`src/rtl/apb_splitter_tmo_pkg.sv`:
```
// Shared definitions for the registered APB splitter: FSM state encoding and
// the timeout counter width helper.
package apb_splitter_pkg;

    typedef enum logic [1:0] {
        ST_IDLE   = 2'd0,
        ST_SETUP  = 2'd1,
        ST_ACCESS = 2'd2,
        ST_RESP   = 2'd3
    } state_e;

    // Counter must hold TIMEOUT-1 and still be at least one bit wide when disabled.
    function automatic int unsigned cnt_width(input int unsigned tmo);
        int unsigned w;
        w = $clog2(tmo + 1);
        return (w < 1) ? 1 : w;
    endfunction

endpackage

```
`src/rtl/apb_splitter_tmo_if.sv`:
```
// Upstream APB slave port plus the broadcast/per-lane downstream APB master
// ports of the splitter, bundled as one interface.
interface apb_splitter_tmo_if #(
    parameter int unsigned W_ADDR   = 16,
    parameter int unsigned W_DATA   = 32,
    parameter int unsigned N_SLAVES = 3
);
    logic [W_ADDR-1:0]          apbs_paddr;
    logic [W_DATA-1:0]          apbs_pwdata;
    logic                       apbs_psel;
    logic                       apbs_penable;
    logic                       apbs_pwrite;
    logic [W_DATA-1:0]          apbs_phartid;
    logic [W_ADDR-1:0]          apbs_pd_pc;
    logic                       apbs_pready;
    logic                       apbs_pslverr;
    logic [W_DATA-1:0]          apbs_prdata;

    logic [N_SLAVES*W_ADDR-1:0] apbm_paddr;
    logic [N_SLAVES*W_DATA-1:0] apbm_pwdata;
    logic [N_SLAVES-1:0]        apbm_psel;
    logic [N_SLAVES-1:0]        apbm_penable;
    logic [N_SLAVES-1:0]        apbm_pwrite;
    logic [N_SLAVES-1:0]        apbm_pready;
    logic [N_SLAVES-1:0]        apbm_pslverr;
    logic [N_SLAVES*W_DATA-1:0] apbm_prdata;
    logic [N_SLAVES*W_DATA-1:0] apbm_hartid;
    logic [N_SLAVES*W_ADDR-1:0] apbm_pd_pc;

    // Splitter side: upstream slave, downstream masters.
    modport slave (
        input  apbs_paddr, apbs_pwdata, apbs_psel, apbs_penable, apbs_pwrite,
        input  apbs_phartid, apbs_pd_pc,
        output apbs_pready, apbs_pslverr, apbs_prdata,
        output apbm_paddr, apbm_pwdata, apbm_psel, apbm_penable, apbm_pwrite,
        output apbm_hartid, apbm_pd_pc,
        input  apbm_pready, apbm_pslverr, apbm_prdata
    );

    // Environment side: upstream requester and downstream peripherals.
    modport master (
        output apbs_paddr, apbs_pwdata, apbs_psel, apbs_penable, apbs_pwrite,
        output apbs_phartid, apbs_pd_pc,
        input  apbs_pready, apbs_pslverr, apbs_prdata,
        input  apbm_paddr, apbm_pwdata, apbm_psel, apbm_penable, apbm_pwrite,
        input  apbm_hartid, apbm_pd_pc,
        output apbm_pready, apbm_pslverr, apbm_prdata
    );

endinterface

```
`src/rtl/apb_splitter_tmo_addr_decode.sv`:
```
// Window decoder: flags a hit and returns the lowest-index matching window
// as a one-hot vector.
module apb_addr_decode #(
    parameter int unsigned                   W_ADDR    = 16,
    parameter int unsigned                   N_SLAVES  = 3,
    parameter logic [N_SLAVES*W_ADDR-1:0]    ADDR_MAP  = 48'h4000_2000_0000,
    parameter logic [N_SLAVES*W_ADDR-1:0]    ADDR_MASK = 48'he000_e000_e000
) (
    input  logic [W_ADDR-1:0]   paddr,
    output logic                hit,
    output logic [N_SLAVES-1:0] sel
);

    always_comb begin
        hit = 1'b0;
        sel = '0;
        // Once a window has matched, higher indices are ignored.
        for (int unsigned i = 0; i < N_SLAVES; i++) begin
            if (!hit &&
                ((paddr & ADDR_MASK[i*W_ADDR +: W_ADDR]) == ADDR_MAP[i*W_ADDR +: W_ADDR])) begin
                sel[i] = 1'b1;
                hit    = 1'b1;
            end
        end
    end

endmodule

```
`src/rtl/onehot_mux.sv`:
```
// AND-OR multiplexer selecting one W-bit lane out of N with a one-hot select.
module onehot_mux #(
    parameter int unsigned N = 3,
    parameter int unsigned W = 32
) (
    input  logic [N-1:0]   sel,
    input  logic [N*W-1:0] din,
    output logic [W-1:0]   dout
);

    always_comb begin
        dout = '0;
        for (int unsigned i = 0; i < N; i++) begin
            if (sel[i]) dout |= din[i*W +: W];
        end
    end

endmodule

```
`src/rtl/apb_splitter_tmo.sv`:
```
// Registered APB splitter with priority window decode, unmapped-address error
// response and a per-transfer ACCESS timeout.
module apb_splitter_tmo
    import apb_splitter_pkg::*;
#(
    parameter int unsigned                W_ADDR    = 16,
    parameter int unsigned                W_DATA    = 32,
    parameter int unsigned                N_SLAVES  = 3,
    parameter logic [N_SLAVES*W_ADDR-1:0] ADDR_MAP  = 48'h4000_2000_0000,
    parameter logic [N_SLAVES*W_ADDR-1:0] ADDR_MASK = 48'he000_e000_e000,
    parameter int unsigned                TIMEOUT   = 255
) (
    input  logic               clk,
    input  logic               rst_n,
    apb_splitter_tmo_if.slave  bus
);

    localparam int unsigned           CNT_W    = cnt_width(TIMEOUT);
    localparam bit                    TMO_EN   = (TIMEOUT != 0);
    localparam logic [CNT_W-1:0]      TMO_LAST = CNT_W'((TIMEOUT == 0) ? 0 : TIMEOUT - 1);

    state_e                state_q, state_d;
    logic [W_ADDR-1:0]     addr_q, addr_d;
    logic [W_DATA-1:0]     wdata_q, wdata_d;
    logic [W_DATA-1:0]     hartid_q, hartid_d;
    logic [W_ADDR-1:0]     pd_pc_q, pd_pc_d;
    logic                  pwrite_q, pwrite_d;
    logic [N_SLAVES-1:0]   sel_q, sel_d;
    logic [CNT_W-1:0]      cnt_q, cnt_d;
    logic [N_SLAVES-1:0]   mpsel_q, mpsel_d;
    logic [N_SLAVES-1:0]   mpen_q, mpen_d;
    logic [N_SLAVES-1:0]   mpwr_q, mpwr_d;
    logic                  pready_q, pready_d;
    logic                  pslverr_q, pslverr_d;
    logic [W_DATA-1:0]     prdata_q, prdata_d;

    logic                  dec_hit;
    logic [N_SLAVES-1:0]   dec_sel;
    logic [W_DATA-1:0]     mux_rdata;
    logic                  accept;
    logic                  sel_ready;
    logic                  sel_err;
    logic                  active;

    apb_addr_decode #(
        .W_ADDR    (W_ADDR),
        .N_SLAVES  (N_SLAVES),
        .ADDR_MAP  (ADDR_MAP),
        .ADDR_MASK (ADDR_MASK)
    ) u_decode (
        .paddr (bus.apbs_paddr),
        .hit   (dec_hit),
        .sel   (dec_sel)
    );

    onehot_mux #(
        .N (N_SLAVES),
        .W (W_DATA)
    ) u_rdata_mux (
        .sel  (sel_q),
        .din  (bus.apbm_prdata),
        .dout (mux_rdata)
    );

    assign accept    = (state_q == ST_IDLE) && bus.apbs_psel && !bus.apbs_penable;
    assign sel_ready = |(bus.apbm_pready & sel_q);
    assign sel_err   = |(bus.apbm_pslverr & sel_q);

    always_ff @(posedge clk or negedge rst_n) begin
        if (!rst_n) begin
            state_q   <= ST_IDLE;
            addr_q    <= '0;
            wdata_q   <= '0;
            hartid_q  <= '0;
            pd_pc_q   <= '0;
            pwrite_q  <= 1'b0;
            sel_q     <= '0;
            cnt_q     <= '0;
            mpsel_q   <= '0;
            mpen_q    <= '0;
            mpwr_q    <= '0;
            pready_q  <= 1'b0;
            pslverr_q <= 1'b0;
            prdata_q  <= '0;
        end else begin
            state_q   <= state_d;
            addr_q    <= addr_d;
            wdata_q   <= wdata_d;
            hartid_q  <= hartid_d;
            pd_pc_q   <= pd_pc_d;
            pwrite_q  <= pwrite_d;
            sel_q     <= sel_d;
            cnt_q     <= cnt_d;
            mpsel_q   <= mpsel_d;
            mpen_q    <= mpen_d;
            mpwr_q    <= mpwr_d;
            pready_q  <= pready_d;
            pslverr_q <= pslverr_d;
            prdata_q  <= prdata_d;
        end
    end

    always_comb begin : next_state
        state_d = state_q;
        case (state_q)
            ST_IDLE:   if (accept) state_d = dec_hit ? ST_SETUP : ST_RESP;
            ST_SETUP:  state_d = ST_ACCESS;
            ST_ACCESS: begin
                // A ready slave wins over a timeout expiring in the same cycle.
                if (sel_ready)                          state_d = ST_RESP;
                else if (TMO_EN && (cnt_q == TMO_LAST)) state_d = ST_RESP;
            end
            ST_RESP:   state_d = ST_IDLE;
            default:   state_d = ST_IDLE;
        endcase
    end

    always_comb begin : outputs
        addr_d   = addr_q;
        wdata_d  = wdata_q;
        hartid_d = hartid_q;
        pd_pc_d  = pd_pc_q;
        pwrite_d = pwrite_q;
        sel_d    = sel_q;
        if (accept) begin
            addr_d   = bus.apbs_paddr;
            wdata_d  = bus.apbs_pwdata;
            hartid_d = bus.apbs_phartid;
            pd_pc_d  = bus.apbs_pd_pc;
            pwrite_d = bus.apbs_pwrite;
            sel_d    = dec_sel;
        end

        cnt_d = '0;
        if (state_q == ST_ACCESS) cnt_d = (cnt_q == '1) ? cnt_q : cnt_q + CNT_W'(1);

        // Lane strobes are registered from the next state so they line up with it.
        active  = (state_d == ST_SETUP) || (state_d == ST_ACCESS);
        mpsel_d = active ? sel_d : '0;
        mpen_d  = (state_d == ST_ACCESS) ? sel_d : '0;
        mpwr_d  = (active && pwrite_d) ? sel_d : '0;

        pready_d  = (state_d == ST_RESP);
        pslverr_d = 1'b0;
        prdata_d  = '0;
        if (state_d == ST_RESP) begin
            if ((state_q == ST_ACCESS) && sel_ready) begin
                prdata_d  = mux_rdata;
                pslverr_d = sel_err;
            end else begin
                pslverr_d = 1'b1;
            end
        end
    end

    assign bus.apbs_pready  = pready_q;
    assign bus.apbs_pslverr = pslverr_q;
    assign bus.apbs_prdata  = prdata_q;
    assign bus.apbm_psel    = mpsel_q;
    assign bus.apbm_penable = mpen_q;
    assign bus.apbm_pwrite  = mpwr_q;
    assign bus.apbm_paddr   = {N_SLAVES{addr_q}};
    assign bus.apbm_pwdata  = {N_SLAVES{wdata_q}};
    assign bus.apbm_hartid  = {N_SLAVES{hartid_q}};
    assign bus.apbm_pd_pc   = {N_SLAVES{pd_pc_q}};

endmodule
```
`src/flat_wrapper.sv`:
```
// flat-port wrapper written by rule: the top's interface ports become plain ports
module apb_splitter_tmo_flat import apb_splitter_pkg::*;
#(
    parameter int unsigned                W_ADDR    = 16,
    parameter int unsigned                W_DATA    = 32,
    parameter int unsigned                N_SLAVES  = 3,
    parameter logic [N_SLAVES*W_ADDR-1:0] ADDR_MAP  = 48'h4000_2000_0000,
    parameter logic [N_SLAVES*W_ADDR-1:0] ADDR_MASK = 48'he000_e000_e000,
    parameter int unsigned                TIMEOUT   = 255
)
  (clk, rst_n, bus_apbs_paddr, bus_apbs_pwdata, bus_apbs_psel, bus_apbs_penable, bus_apbs_pwrite, bus_apbs_phartid, bus_apbs_pd_pc, bus_apbs_pready, bus_apbs_pslverr, bus_apbs_prdata, bus_apbm_paddr, bus_apbm_pwdata, bus_apbm_psel, bus_apbm_penable, bus_apbm_pwrite, bus_apbm_hartid, bus_apbm_pd_pc, bus_apbm_pready, bus_apbm_pslverr, bus_apbm_prdata);
  apb_splitter_tmo_if #(.W_ADDR(W_ADDR), .W_DATA(W_DATA), .N_SLAVES(N_SLAVES)) bus_i ();
  input  logic clk;
  input  logic rst_n;
  input wire logic [$bits(bus_i.apbs_paddr)-1:0] bus_apbs_paddr;
  input wire logic [$bits(bus_i.apbs_pwdata)-1:0] bus_apbs_pwdata;
  input wire logic [$bits(bus_i.apbs_psel)-1:0] bus_apbs_psel;
  input wire logic [$bits(bus_i.apbs_penable)-1:0] bus_apbs_penable;
  input wire logic [$bits(bus_i.apbs_pwrite)-1:0] bus_apbs_pwrite;
  input wire logic [$bits(bus_i.apbs_phartid)-1:0] bus_apbs_phartid;
  input wire logic [$bits(bus_i.apbs_pd_pc)-1:0] bus_apbs_pd_pc;
  output wire logic [$bits(bus_i.apbs_pready)-1:0] bus_apbs_pready;
  output wire logic [$bits(bus_i.apbs_pslverr)-1:0] bus_apbs_pslverr;
  output wire logic [$bits(bus_i.apbs_prdata)-1:0] bus_apbs_prdata;
  output wire logic [$bits(bus_i.apbm_paddr)-1:0] bus_apbm_paddr;
  output wire logic [$bits(bus_i.apbm_pwdata)-1:0] bus_apbm_pwdata;
  output wire logic [$bits(bus_i.apbm_psel)-1:0] bus_apbm_psel;
  output wire logic [$bits(bus_i.apbm_penable)-1:0] bus_apbm_penable;
  output wire logic [$bits(bus_i.apbm_pwrite)-1:0] bus_apbm_pwrite;
  output wire logic [$bits(bus_i.apbm_hartid)-1:0] bus_apbm_hartid;
  output wire logic [$bits(bus_i.apbm_pd_pc)-1:0] bus_apbm_pd_pc;
  input wire logic [$bits(bus_i.apbm_pready)-1:0] bus_apbm_pready;
  input wire logic [$bits(bus_i.apbm_pslverr)-1:0] bus_apbm_pslverr;
  input wire logic [$bits(bus_i.apbm_prdata)-1:0] bus_apbm_prdata;
  assign bus_i.apbs_paddr = bus_apbs_paddr;
  assign bus_i.apbs_pwdata = bus_apbs_pwdata;
  assign bus_i.apbs_psel = bus_apbs_psel;
  assign bus_i.apbs_penable = bus_apbs_penable;
  assign bus_i.apbs_pwrite = bus_apbs_pwrite;
  assign bus_i.apbs_phartid = bus_apbs_phartid;
  assign bus_i.apbs_pd_pc = bus_apbs_pd_pc;
  assign bus_apbs_pready = bus_i.apbs_pready;
  assign bus_apbs_pslverr = bus_i.apbs_pslverr;
  assign bus_apbs_prdata = bus_i.apbs_prdata;
  assign bus_apbm_paddr = bus_i.apbm_paddr;
  assign bus_apbm_pwdata = bus_i.apbm_pwdata;
  assign bus_apbm_psel = bus_i.apbm_psel;
  assign bus_apbm_penable = bus_i.apbm_penable;
  assign bus_apbm_pwrite = bus_i.apbm_pwrite;
  assign bus_apbm_hartid = bus_i.apbm_hartid;
  assign bus_apbm_pd_pc = bus_i.apbm_pd_pc;
  assign bus_i.apbm_pready = bus_apbm_pready;
  assign bus_i.apbm_pslverr = bus_apbm_pslverr;
  assign bus_i.apbm_prdata = bus_apbm_prdata;
  apb_splitter_tmo #(.W_ADDR(W_ADDR), .W_DATA(W_DATA), .N_SLAVES(N_SLAVES), .ADDR_MAP(ADDR_MAP), .ADDR_MASK(ADDR_MASK), .TIMEOUT(TIMEOUT)) u_core (.clk(clk), .rst_n(rst_n), .bus(bus_i));
endmodule
```
`config.mk`:
```
export PLATFORM = sky130hd
export DESIGN_NAME = apb_splitter_tmo_flat
export DESIGN_NICKNAME = d
export VERILOG_FILES = /design/src/rtl/apb_splitter_tmo_pkg.sv /design/src/rtl/apb_splitter_tmo_if.sv /design/src/rtl/apb_splitter_tmo_addr_decode.sv /design/src/rtl/onehot_mux.sv /design/src/rtl/apb_splitter_tmo.sv /design/src/flat_wrapper.sv
export SDC_FILE = /design/constraint.sdc
export NUM_CORES = 1
export LEC_CHECK = 0
export ABC_AREA = 1
export BUFFER_PORTS_ARGS = -buffer_cell sky130_fd_sc_hd__buf_2
export CORE_AREA = 2 2 205 207
export CTS_BUF_LIST = sky130_fd_sc_hd__clkbuf_8
export DETAILED_ROUTE_END_ITERATION = 7
export DIE_AREA = 0 0 207 209
export GPL_TIMING_DRIVEN = 0
export PLACE_DENSITY = 0.45
export SYNTH_ARGS = -nofsm -noshare
export SYNTH_HDL_FRONTEND = slang
export SYNTH_HIERARCHICAL = 1
export SYNTH_SLANG_ARGS = --single-unit
export TNS_END_PERCENT = 10
```
`constraint.sdc`:
```
create_clock -name clk -period 3.6 [get_ports clk]
set_input_delay 0.18 -clock clk [delete_from_list [all_inputs] [get_ports clk]]
set_output_delay 0.18 -clock clk [all_outputs]
set_load 0.01 [all_outputs]
```
Yosys cells after proc, flatten, opt, wreduce, memory -nomap -nowiden
Cells that the tools add are included. W data, S select, Z words.

$add $sub $neg: 1. Equal/unequal tests: 11. Mux-type cells: 24. Bitwise logic cells: 4. Reduce and logical (&&, ||, !) cells: 14.

Operators with widths (number): $mux W32 (5); $or A32 B32 Y32 (2); $eq A8 B8 Y1 const B (2); $logic_not A16 Y1 (1); $mux W8 (2); $mux W3 (4); $add A8 B1 Y8 const B (1); $eq A2 B2 Y1 const B (4); $mux W1 (8); $mux W2 (4); $pmux W2 S4 (1); $and A3 B3 Y3 (2); $logic_and A1 B1 Y1 (6); $reduce_or A3 Y1 (2); $eq A2 B1 Y1 const B (2); $eq A3 B1 Y1 const B (1); $eq A3 B2 Y1 const B (1); $logic_not A1 Y1 (3); $logic_not A2 Y1 (1); $ne A2 B2 Y1 const B (1); $logic_or A1 B1 Y1 (1).

Register bits: 153. Bits of input ports: 203. Output and inout port bits: 331. Word-level logic and storage cells: 68.

Logic depth before layout (Yosys ltp)
Gate-level depths: netlist of run 1.

Word-level depth: 15. Mapped depth: 12. Mapped depth without buffers: 11.

Cells and area by module
The synthesis of run 1 kept the hierarchy.

Modules (own cells, without submodules): apb_splitter_tmo (instances 1, cells an instance 829, area an instance 7239.4 um2, sequential area each 3828.7 um2); onehot_mux (instances 1, cells an instance 137, area an instance 591.8 um2, sequential area each 0.0 um2); apb_addr_decode (instances 1, cells an instance 9, area an instance 35.0 um2, sequential area each 0.0 um2).

Least setup slack after synthesis of run 1
Ideal clock, no wire load.

Path kind: reg2reg. Start: reg u_core.state_q[0]. End: reg u_core.prdata_q[0], in the netlist u_core/bus.apbs_prdata[0]. Library setup time: 0.131 ns. Arrival: 1.953 ns. Required time: 3.469 ns. Path slack: 1.516 ns. Stages on the path, launching flop included: 13. Path buffers: 2. Clock period less this slack: 2.084 ns. Cells stage by stage: dfrtp_1 -> inv_1 -> ha_1 -> nand2_1 -> nor2_4 -> buf_2 -> nand2_1 -> o21ai_0 -> a21oi_1 -> ha_1 -> nand3_1 -> clkbuf_1 -> nor2_1.

Word-level cells in the longest chain between the ends: 7. Elaborated cells on any way between the ends: 14. Classes of those cells: eq/ne: 4; mux: 6; reduce/logical: 4.

RTL lines: start: declaration (RTL line apb_splitter_tmo.sv:22) `state_e state_q, state_d;`; start signal: assignment (RTL line apb_splitter_tmo.sv:86) `state_q <= state_d;`; $logic_not A2 Y1 (RTL line apb_splitter_tmo.sv:65, apb_splitter_tmo.sv:105); $logic_and A1 B1 Y1 (2 in a row) (RTL line apb_splitter_tmo.sv:65) `assign accept = (state_q == ST_IDLE) && bus.apbs_psel && !bus.apbs_penable;`; $mux W2 (RTL line apb_splitter_tmo.sv:106) `ST_IDLE: if (accept) state_d = dec_hit ? ST_SETUP : ST_RESP;`; $pmux W2 S4 * (RTL line apb_splitter_tmo.sv:105) `case (state_q)`; named net u_core.state_d[1] (RTL line apb_splitter_tmo.sv:22); $eq A2 B2 Y1 *; named net u_core.pready_d (RTL line apb_splitter_tmo.sv:33) `logic pready_q, pready_d;`; $mux W32 * (RTL line apb_splitter_tmo.sv:146) `if (state_d == ST_RESP) begin`; named net u_core.prdata_d[0] (RTL line apb_splitter_tmo.sv:35) `logic [W_DATA-1:0] prdata_q, prdata_d;`; end signal: assignment (RTL line apb_splitter_tmo.sv:99) `prdata_q <= prdata_d;`; end: declaration (RTL line apb_splitter_tmo.sv:35).

Mark *: on every way through the listed nets, which the timed path passes. The rest lies on a longest branch. A chain may end at the register's enable or synchronous reset.

Worst setup path in the final report of run 1
Start: reg u_core.state_q[0]. End: reg u_core.prdata_q[7], in the netlist u_core/bus.apbs_prdata[7].

The elaborated chain is that of the path after synthesis.

==> impl.org, run 1 <==
** STA
- Headroom to the max-slew limit came out at 54.7%.
- Setup repair after global routing left no endpoint under its margin.
- Final hold slack :: ~0.075 ns
- Final Cycle Share :: 80.7%
- Slew at the pin closest to its max-slew limit :: 0.680 ns
- Summed over all failing endpoints, the final setup total negative slack is 0 ns.
- Worst-case clock skew :: 0.0175 ns
- The worst path in the final design needs a cycle of 2.90 ns, including I/O delays and setup.
- Hold Fails Final Rpt :: 0
- Max-slew violations :: 0
- Setup WS post-layout :: 0.695 ns
- Setup violations remaining at the end of the flow were counted as 0.
- Highest clock rate :: 344 MHz

** Synth
- When the netlist entered floorplanning its net count stood at around 1200.
- Area share of the leading cell type in the synthesized netlist :: 48.7%
- Cell taking the most area after synthesis :: sky130_fd_sc_hd__dfrtp_1
- The synthesized netlist occupies a cell area of 7870 sq um.
- Synthesis inferred 153 register bits.
- Number of instances in the synthesized netlist :: a little under 1000
- Synth Area per Inst :: 8.07 sq um
- The netlist uses 21 different library cells.
- Summing the sequential cell areas from Yosys gives 48.7% of the chip area.
- Ranked by total cell area, the synthesized netlist is headed by sky130_fd_sc_hd__dfrtp_1, sky130_fd_sc_hd__nand2_1, sky130_fd_sc_hd__buf_4.
- Syn. warnings :: 6

** Clock tree
- The later pin in the worst-skew pair is clocked with a latency of about 0.47 ns.
- CTS Buffer Depth :: 2
- Clock slew seen by the registers of the worst setup and hold paths :: approximately 0.090 ns
- TritonCTS built the clock tree.
- Clock tree synthesis selected as its root buffer the cell sky130_fd_sc_hd__clkbuf_8.
- Clock sink count :: 153
- In this run, post-CTS repair resized a total of 0 instances.
- Cts bufs inserted :: 17
- H-tree depth reported by CTS :: 4

** Setup path
- Worst endpoint data arrival time :: 3.27 ns
- Number of buffers and inverters on the critical path :: 3
- Slowest cell on the critical path :: sky130_fd_sc_hd__dfrtp_1
- Cell family contributing the most delay on the critical path :: simple AND/OR/NAND/NOR gates
- Ordered list of cells on the worst path :: inv_1, ha_1, nand2_1, nor2_4, buf_2, o21ai_0, a21oi_1, ha_1, nand3_1, clkbuf_1, nor2_1
- Measured in cells, the most critical reg-to-reg path has a length of 11.
- Endpoint kind of the worst setup timing path :: flip-flop
- For this run, the slowest stage of the critical path takes 0.41 ns.
- Of all nets on the critical path, the largest fanout is 10.
- Worst-case register-to-register setup slack :: 0.70 ns
- The startpoint identified for the worst register-to-register timing path is u_core/state_q[0]$_DFF_PN0_.
- The critical path in this run is classified as flip-flop to flip-flop.
- The endpoint identified for the worst register-to-register timing path is u_core/bus.apbs_prdata[7]$_DFF_PN0_.
- At the worst endpoint, the required time is 3.97 ns.
- Crit-path most repeated cell :: sky130_fd_sc_hd__ha_1
- Crit start category :: flip-flop

** Hold path
- The worst hold path was traced through 5 stages.
- The startpoint identified for the worst hold timing path is bus_apbm_prdata[35].
- Hold Path Sink :: u_core/bus.apbs_prdata[3]$_DFF_PN0_
- Kind of path behind the tightest hold check :: primary input to flip-flop

** Placement
- Cell total after placement :: 2048
- OpenSTA, run right after detailed placement, puts the worst setup slack at 0.624 ns.
- The HPWL after detailed placement is roughly 24000 um.
- Total of buffers placed on input and output ports :: 533
- Global placer's final weighted congestion :: 0.938
- Post-Place Cell Area :: 11200 sq um

** Drt
- Drt drc :: 0
- The count of nets left with antenna violations once routing finished came out at 0.
- Drt wl/cell :: 13.9 um
- The first detailed-routing pass ran for 4 iterations.
- Drt total wl :: about 31000 um
- For this block, the initial DRC count from the detailed router was 265.
- Number of vias per cell :: 3.72
- Vias after detailed routing :: roughly 8300

** Finish
- Area overhead of the layout relative to synthesis :: 67.5%
- The net count of the finished layout is 1892.
- Post-route insts no fill :: 2235
- In the final layout, the share of cells above drive strength 1 is 46.6%.
- Fill cell total of the finished layout :: 4476
- With fillers left out, the area of the finished cells amounts to 13200 sq um.

** Power and ir drop
- Across the VDD grid, the largest voltage drop is 0.000208 V.
- Sw power :: 794 uW
- Int Pwr :: 2510 uW
- Clock network fraction of total power :: 39.8%
- Register share of total power :: about 52%
- For this design the ratio of total power to cell area is around 250 nW/um^2.
- Cell leakage power :: 0.00833 uW
- Switching fraction of total power :: 24.0%
- Fraction of power consumed by combinational cells :: 8.2%

** Floorplanning
- From bottom edge to top edge, the die measures 209 um.
- Pin placement for this block handled roughly 530 I/O pins.
- Full die area :: about 43000 sq um
- Starting density of the core :: 19.1%
- The total area inside the core boundary comes to 41300 sq um.
- Width of the die :: between 200 and 250 um
- Number of core rows :: 75

** Status
- Run status :: completed

** Flow run
- Max-cap violations in this run came to 0.

** GRT
- Entering global routing, the biggest net connects 82 pins.
- The via count of the first global-routing pass is about 8200.
- Wire length of the first global-routing pass :: between 40000 and 50000 um
- The initial antenna violation count was 3.
- For this run, the total global-route usage over all layers was measured as 14.1%.
- After global routing the overflow that remains totals 0.
==> tightest hold or removal path, delay by kind of cell <==
| kind | cells | cell delay, ns |
|---|---|---|
| buffers and inverters | 2 | 0.16 |
| and+or+nand+nor | 3 | 0.17 |
==> cells in the mapped netlist <==
master                       n
sky130_fd_sc_hd__inv_2       1
sky130_fd_sc_hd__inv_1      52
sky130_fd_sc_hd__clkbuf_1    8
sky130_fd_sc_hd__dfrtp_1   153
sky130_fd_sc_hd__buf_6       4
sky130_fd_sc_hd__o21a_1      1
sky130_fd_sc_hd__nor2_1     52
sky130_fd_sc_hd__nand3_1    42
sky130_fd_sc_hd__buf_4     198
sky130_fd_sc_hd__nand4_1     2
sky130_fd_sc_hd__nand2_1   421
sky130_fd_sc_hd__a31oi_1     1
sky130_fd_sc_hd__o21ai_0     3
sky130_fd_sc_hd__nor2_4      1
sky130_fd_sc_hd__xnor2_1     1
sky130_fd_sc_hd__buf_2      16
sky130_fd_sc_hd__or2_2       5
sky130_fd_sc_hd__o21ai_1     2
sky130_fd_sc_hd__o21ai_2     1
sky130_fd_sc_hd__ha_1        6
sky130_fd_sc_hd__a21oi_1     5
==> power groups by stage <==
stage	sequential [uW]	combinational, uW	clock (uW)
floorplan	1750	2.35	0
global placement	1750	160	0
detailed placement	1750	167	0
CTS	1720	281	1400
global route	1720	301	1470
finish	1720	273	1310
==> sequential cells by signal, indices dropped and copies added (netlist names), 3 cells and up <==
name and count:
u_core/bus.apbm_psel 3, u_core/bus.apbm_pwrite 3, u_core/sel_q 3, u_core/bus.apbm_penable 3, u_core/hartid_q 32, u_core/addr_q 16, u_core/cnt_q 8, u_core/bus.apbs_prdata 32
u_core/wdata_q 32, u_core/pd_pc_q 16
==> layout by cell type, fill, tap and decap left out, types with 2 or more instances in the layout <==
cell type	count
sky130_fd_sc_hd__nor2_1	52
sky130_fd_sc_hd__dlygate4sd3_1	155
sky130_fd_sc_hd__ha_1	6
sky130_fd_sc_hd__dfrtp_1	153
sky130_fd_sc_hd__or2_2	5
sky130_fd_sc_hd__buf_4	198
sky130_fd_sc_hd__o21ai_1	2
sky130_fd_sc_hd__clkbuf_1	8
sky130_fd_sc_hd__clkinvlp_4	4
sky130_fd_sc_hd__diode_2	2
sky130_fd_sc_hd__nand4_1	2
sky130_fd_sc_hd__inv_1	52
sky130_fd_sc_hd__o21ai_0	3
sky130_fd_sc_hd__a21oi_1	5
sky130_fd_sc_hd__buf_2	548
sky130_fd_sc_hd__nand3_1	42
sky130_fd_sc_hd__buf_6	4
sky130_fd_sc_hd__clkinv_2	4
sky130_fd_sc_hd__clkbuf_8	18
sky130_fd_sc_hd__bufinv_16	2
sky130_fd_sc_hd__nand2_1	421
==> kinds of logic after synthesis <==
kind of cell,after synthesis,synth area share [%]
compound gates,13,0.923
xor+xnor,1,0.111
fa+ha+maj,6,0.954
buf+inv,279,23.4
flops,153,48.7
simple gates,523,25.9
==> what timing repair did <==
| item | CTS | global route |
|---|---|---|
| endpoints found under the setup margin | 0 | 0 |
| endpoints found under the hold margin | 198 | 0 |
| hold buffers | 155 | 0 |
| setup buffers | 0 | 0 |
==> routing by layer <==
layer,wire length (um),global-route usage (%),vias to the layer above
met2,16200,26.1,348
met3,2200,4.25,30
met4,567,4.04,2
met1,12100,15.4,3786
met5,13,0,-
li1,-,-,4159
==> through the flow <==
step                      power, uW  utilization, %
after floorplan                1750               -
after global placement         1910            27.1
after detailed placement       1920            27.2
after CTS                      3400            31.9
after global routing           3480            31.9
final                          3300            31.9
==> worst max path at each step <==
stage                                                      to  cells after the start  slack [ns]                   startpoint
after global placement          u_core/pd_pc_q[3]$_DFFE_PN0N_                      1       -0.22                        rst_n
after global routing      u_core/bus.apbs_prdata[7]$_DFF_PN0_                     11        0.44  u_core/state_q[0]$_DFF_PN0_
after CTS                 u_core/bus.apbs_prdata[7]$_DFF_PN0_                     11        0.59  u_core/state_q[0]$_DFF_PN0_
after detailed placement  u_core/bus.apbs_prdata[7]$_DFF_PN0_                     11        0.62  u_core/state_q[0]$_DFF_PN0_
after floorplan           u_core/bus.apbs_prdata[0]$_DFF_PN0_                     12        1.52  u_core/state_q[0]$_DFF_PN0_
final                     u_core/bus.apbs_prdata[7]$_DFF_PN0_                     11        0.70  u_core/state_q[0]$_DFF_PN0_
==> final cells by class <==
| cell class | instances | area [sq um] | area share, % |
|---|---|---|---|
| clock buffers | 18 | 248 | 1.88 |
| clock inverters | 12 | 128 | 0.968 |
| multi-input cells | 543 | 2200 | 16.7 |
| inverters | 53 | 199 | 1.51 |
| flip-flops and latches | 153 | 3830 | 29.1 |
| well taps | 539 | 674 | 5.12 |
| plain buffers | 226 | 1640 | 12.5 |
| repair buffers | 689 | 4260 | 32.3 |
| diodes | 2 | 5.00 | 0.0380 |
Power figures use the tool's default switching activity.
==> run 2: changes to the inputs <==
Settings changed: ABC_AREA 1 to 0, PLACE_DENSITY 0.45 to 0.47.
Clock period 3.6 ns to 2.4 ns, I/O delays scaled along.
==> impl.org, run 2 <==
** Power and ir drop
- Fraction of power consumed by combinational cells :: 57.4% (was 8.2%)
- The cell internal power dissipation came to 9180 uW (was 2510 uW).
- Register share of total power :: 30.0% (was 52.0%)
- Switching fraction of total power :: 39.9% (was 24.0%)
- Cell leakage power :: 0.00778 uW (was 0.00833 uW)
- The fraction of power consumed by the clock network is 12.6% (was 39.8%).
- Sw power :: 6100 uW (was 794 uW)
- Maximum VDD drop :: 0.000415 V (was 0.000208 V)
- Power per cell area :: 1150 nW/um^2 (was 251 nW/um^2)

** GRT
- The wire length of the first global-routing pass was 45800 um (was 46700 um).
- The maximum number of pins on one net before global-route repair came to 87 (was 82).
- Via count of the first global-routing pass :: 8124 (was 8241)
- Global Route Usage Sum :: 13.6% (was 14.1%)
- The initial antenna violation count came to 0 (was 3).
- GRT overflow :: 0 (unchanged)

** Drt
- Remaining antenna violation count :: 0 (unchanged)
- Number of iterations in the first detailed-routing pass :: 5 (was 4)
- DRC violation total after the first TritonRoute iteration :: 413 (was 265)
- Number of vias per cell :: 3.82 (was 3.72)
- The routed wire length is 29900 um (was 31100 um).
- Drt drc :: 0 (unchanged)
- The routed via count was 8127 (was 8325).
- Drt wl/cell :: 14.1 um (was 13.9 um)

** STA
- The transition time of the tightest slew-check pin came to 0.641 ns (was 0.680 ns).
- Setup WS post-layout :: 0.129 ns (was 0.695 ns)
- The maximum achievable frequency is 440 MHz (was 344 MHz).
- Hold Fails Final Rpt :: 0 (unchanged)
- Setup repair after global routing missed its margin :: no (unchanged)
- The worst slew margin relative to its limit is 57.3% (was 54.7%).
- Final-report setup violation count :: 0 (unchanged)
- The number of pins with negative max-slew slack in the final report is 0 (unchanged).
- Worst-case clock skew :: 0.00785 ns (was 0.0175 ns)
- Final Cycle Share :: 94.6% (was 80.7%)
- Clock period minus worst slack :: 2.27 ns (was 2.90 ns)

** Setup path
- Number of cells on the worst reg-to-reg path :: 11 (unchanged)
- The critical path class is flip-flop to flip-flop (unchanged).
- The critical path data arrival time came to 2.68 ns (was 3.27 ns).
- The setup slack of the worst register-to-register path came to 0.13 ns (was 0.70 ns).
- The sort of element at the start of the critical path is a flip-flop (unchanged).
- The required time at the endpoint of the critical path was 2.81 ns (was 3.97 ns).
- Endpoint kind of the worst setup timing path :: flip-flop (unchanged)
- Maximum fanout count along the critical path :: 10 (unchanged)
- The endpoint of the worst-slack reg-to-reg timing path is u_core/bus.apbs_prdata[4]$_DFF_PN0_ (was u_core/bus.apbs_prdata[7]$_DFF_PN0_).
- Start of the worst register-to-register path :: u_core/state_q[0]$_DFF_PN0_ (unchanged)

** Finish
- Diodes inserted :: 0 (was 2)
- Most common library cell in the layout ignoring fill and taps :: sky130_fd_sc_hd__buf_2 (unchanged)
- Net total in the final layout :: 1785 (was 1892)
- Area overhead of the layout relative to synthesis :: 70.1% (was 67.5%)
- Proportion of layout cells with a drive suffix above 1 :: 51.5% (was 46.6%)
- The final cell utilization of the core came to 32.3% (was 31.9%).
- Highest-count cells in the layout ignoring fill and taps: sky130_fd_sc_hd__buf_2, sky130_fd_sc_hd__nand2_1, sky130_fd_sc_hd__buf_4, sky130_fd_sc_hd__dlygate4sd3_1, sky130_fd_sc_hd__dfrtp_1 (unchanged).

** Placement
- Worst slack, placed :: -0.826 ns (was 0.624 ns)
- The total half-perimeter wirelength after legalization and detailed placement came to 23000 um (was 24400 um).
- Global placer's final weighted congestion :: 0.877 (was 0.938)
- The count of buffers from port buffering was 533 (unchanged).

** Clock tree
- The number of H-tree levels came to 4 (unchanged).
- The CTS buffer count came to 17 (unchanged).
- The clock latency of the later-clocked register in the worst-skew pair was 0.47 ns (about the same).
- Clock tree from TritonCTS :: built (unchanged)
- Clock slew seen by the registers of the worst setup and hold paths :: 0.08 ns (was 0.09 ns)
- Clock sink count :: 153 (unchanged)
- The buffer type at the clock tree root is sky130_fd_sc_hd__clkbuf_8 (unchanged).
- The maximum count of clock buffers along a single path is 2 (unchanged).

** Flow run
- The max-capacitance violation count is 0 (unchanged).

** Floorplanning
- The die height was 209 um (unchanged).
- Full die area :: 43300 sq um (unchanged)
- The row count came to 75 (unchanged).
- Width of the die :: 207 um (unchanged)
- Core outline area :: 41300 sq um (unchanged)
- Starting density of the core :: 19.0% (was 19.1%)
- The top-level port count came to 534 (unchanged).

** Synth
- The post-synthesis cell area is 7830 sq um (was 7870 sq um).
- The most frequently used cell type in the post-synthesis netlist is sky130_fd_sc_hd__nand2_1 (unchanged).
- Number of unique standard cell types used by synthesis :: 35 (was 21)
- Leading cell types by total area after synthesis: sky130_fd_sc_hd__dfrtp_1, sky130_fd_sc_hd__buf_4, sky130_fd_sc_hd__nand2_1 (was sky130_fd_sc_hd__dfrtp_1, sky130_fd_sc_hd__nand2_1, sky130_fd_sc_hd__buf_4).
- Number of nets in the synthesized netlist :: 1065 (was 1184)
- Sequential fraction of the synthesis area :: 48.9% (was 48.7%)
- The fraction of post-synthesis cell area in the top cell type by area was 48.9% (was 48.7%).
- Synth Area per Inst :: 9.14 sq um (was 8.07 sq um)
- The number of enable flip-flop cells after synthesis is 0 (unchanged).
- The dominant cell type by area after synthesis was sky130_fd_sc_hd__dfrtp_1 (unchanged).
- The flop and latch count out of synthesis came to 153 (unchanged).
- Synth top cells by count: sky130_fd_sc_hd__nand2_1, sky130_fd_sc_hd__buf_4, sky130_fd_sc_hd__dfrtp_1, sky130_fd_sc_hd__inv_1, sky130_fd_sc_hd__a222oi_1 (was sky130_fd_sc_hd__nand2_1, sky130_fd_sc_hd__buf_4, sky130_fd_sc_hd__dfrtp_1, sky130_fd_sc_hd__inv_1, sky130_fd_sc_hd__nor2_1).
- The most used flip-flop cell after synthesis was sky130_fd_sc_hd__dfrtp_1 (unchanged).
- Syn. warnings :: 6 (unchanged)
- Async set or reset register ratio after synthesis :: 100% (unchanged)
- Number of instances in the synthesized netlist :: 856 (was 975)

** Hold path
- Hold Path Cell Cnt :: 4 (was 5)
- Hold wc startpoint :: bus_apbs_penable (was bus_apbm_prdata[35])
- Kind of path behind the tightest hold check :: primary input to flip-flop (unchanged)
- Hold Path Sink :: u_core/state_q[0]$_DFF_PN0_ (was u_core/bus.apbs_prdata[3]$_DFF_PN0_)

** Status
- Run status :: completed (unchanged)
-- run 2: cell types whose count changed in the layout (fill, tap and decap cells not counted), sizes merged, moves of 7 or more --
| cell | before | now |
|---|---|---|
| a222oi | 0 | 33 |
| and2 | 0 | 31 |
| clkbuf | 26 | 33 |
| dlygate4sd3 | 155 | 163 |
| inv | 54 | 44 |
| nand2 | 421 | 297 |
| nand3 | 42 | 9 |
| nor2 | 53 | 8 |
-- run 2: cells by family after synthesis --
logic type                 Yosys count  synth area share, %
adders and majority gates            6                0.959
DFF                                153                 48.9
and+or+nand+nor                    368                 20.5
buffers and inverters              270                 23.3
AOI/OAI and AO/OA                   56                 5.99
muxes                                3                0.384
-- run 2: stage by stage --
| step | instance area [sq um] | hold slack [ns] | power (uW) | setup TNS, ns | instances |
|---|---|---|---|---|---|
| after global placement | 11200 | 0.311 | 12700 | -231.09 | 1928 |
| final | 13300 | 0.0868 | 15300 | 0 | 2128 |
| after CTS | 13300 | 0.0126 | 15400 | 0 | 2126 |
| after detailed placement | 11200 | 0.105 | 12800 | -31.56 | 1929 |
| after global routing | 13300 | 0.0638 | 16400 | 0 | 2128 |
| after floorplan | 7830 | -0.176 | 9280 | 0 | 856 |
-- run 2: how the worst max path moves through the flow --
stage                                      from                              endpoint  slack (ns)  cells past startpoint
finish              u_core/state_q[0]$_DFF_PN0_   u_core/bus.apbs_prdata[4]$_DFF_PN0_        0.13                     11
global route        u_core/state_q[0]$_DFF_PN0_   u_core/bus.apbs_prdata[4]$_DFF_PN0_       0.002                     11
CTS                 u_core/state_q[0]$_DFF_PN0_   u_core/bus.apbs_prdata[4]$_DFF_PN0_        0.02                     11
detailed placement  u_core/state_q[0]$_DFF_PN0_   u_core/bus.apbs_prdata[4]$_DFF_PN0_       -0.83                     11
global placement                          rst_n        u_core/wdata_q[13]$_DFFE_PN0N_       -1.34                      1
floorplan           u_core/state_q[0]$_DFF_PN0_  u_core/bus.apbs_prdata[10]$_DFF_PN0_        0.29                     11
-- run 2: repair_timing --
item	4_1_cts	5_1_grt
pin swaps	1	2
hold buffers	163	0
resized for setup	8	9
setup buffers	2	3
endpoints found under the setup margin	105	30
endpoints found under the hold margin	200	0
-- run 2: final cells by class --
cell class	instances	area, sq um
Inverter	40	150
Sequential cell	153	3830
Timing Repair Buffer	702	4370
Multi-Input combinational cell	433	2220
Clock inverter	12	100
Fill cell	4400	28000
Tap cell	539	674
Clock buffer	20	275
Buffer	229	1690
-- run 2: worst max-delay path: stages (launching register included) --
cell                       delay [ns]
sky130_fd_sc_hd__dfrtp_1         0.40
sky130_fd_sc_hd__inv_2           0.10
sky130_fd_sc_hd__ha_2            0.21
sky130_fd_sc_hd__clkbuf_4        0.20
sky130_fd_sc_hd__nor2_1          0.06
sky130_fd_sc_hd__a31o_2          0.22
sky130_fd_sc_hd__a31oi_2         0.17
sky130_fd_sc_hd__ha_2            0.21
sky130_fd_sc_hd__nand2_1         0.11
sky130_fd_sc_hd__nor2_4          0.19
sky130_fd_sc_hd__buf_6           0.17
sky130_fd_sc_hd__and2_1          0.16
-- run 2: power by group through the flow --
stage	combinational (uW)	sequential, uW	clock [uW]
2_1_floorplan	4620	4660	0
3_3_place_gp	8090	4630	0
3_5_place_dp	8090	4680	0
4_1_cts	8750	4630	2040
5_1_grt	9540	4770	2120
6_report	8780	4590	1920
-- run 2: layer usage --
layer | wire, um | vias to the layer above | track usage [%]
li1 | - | 3970 | -
met1 | 12000 | 3777 | 15.6
met2 | 15200 | 355 | 24.2
met3 | 2030 | 25 | 3.59
met4 | 629 | 0 | 5.25
met5 | 0 | - | 0
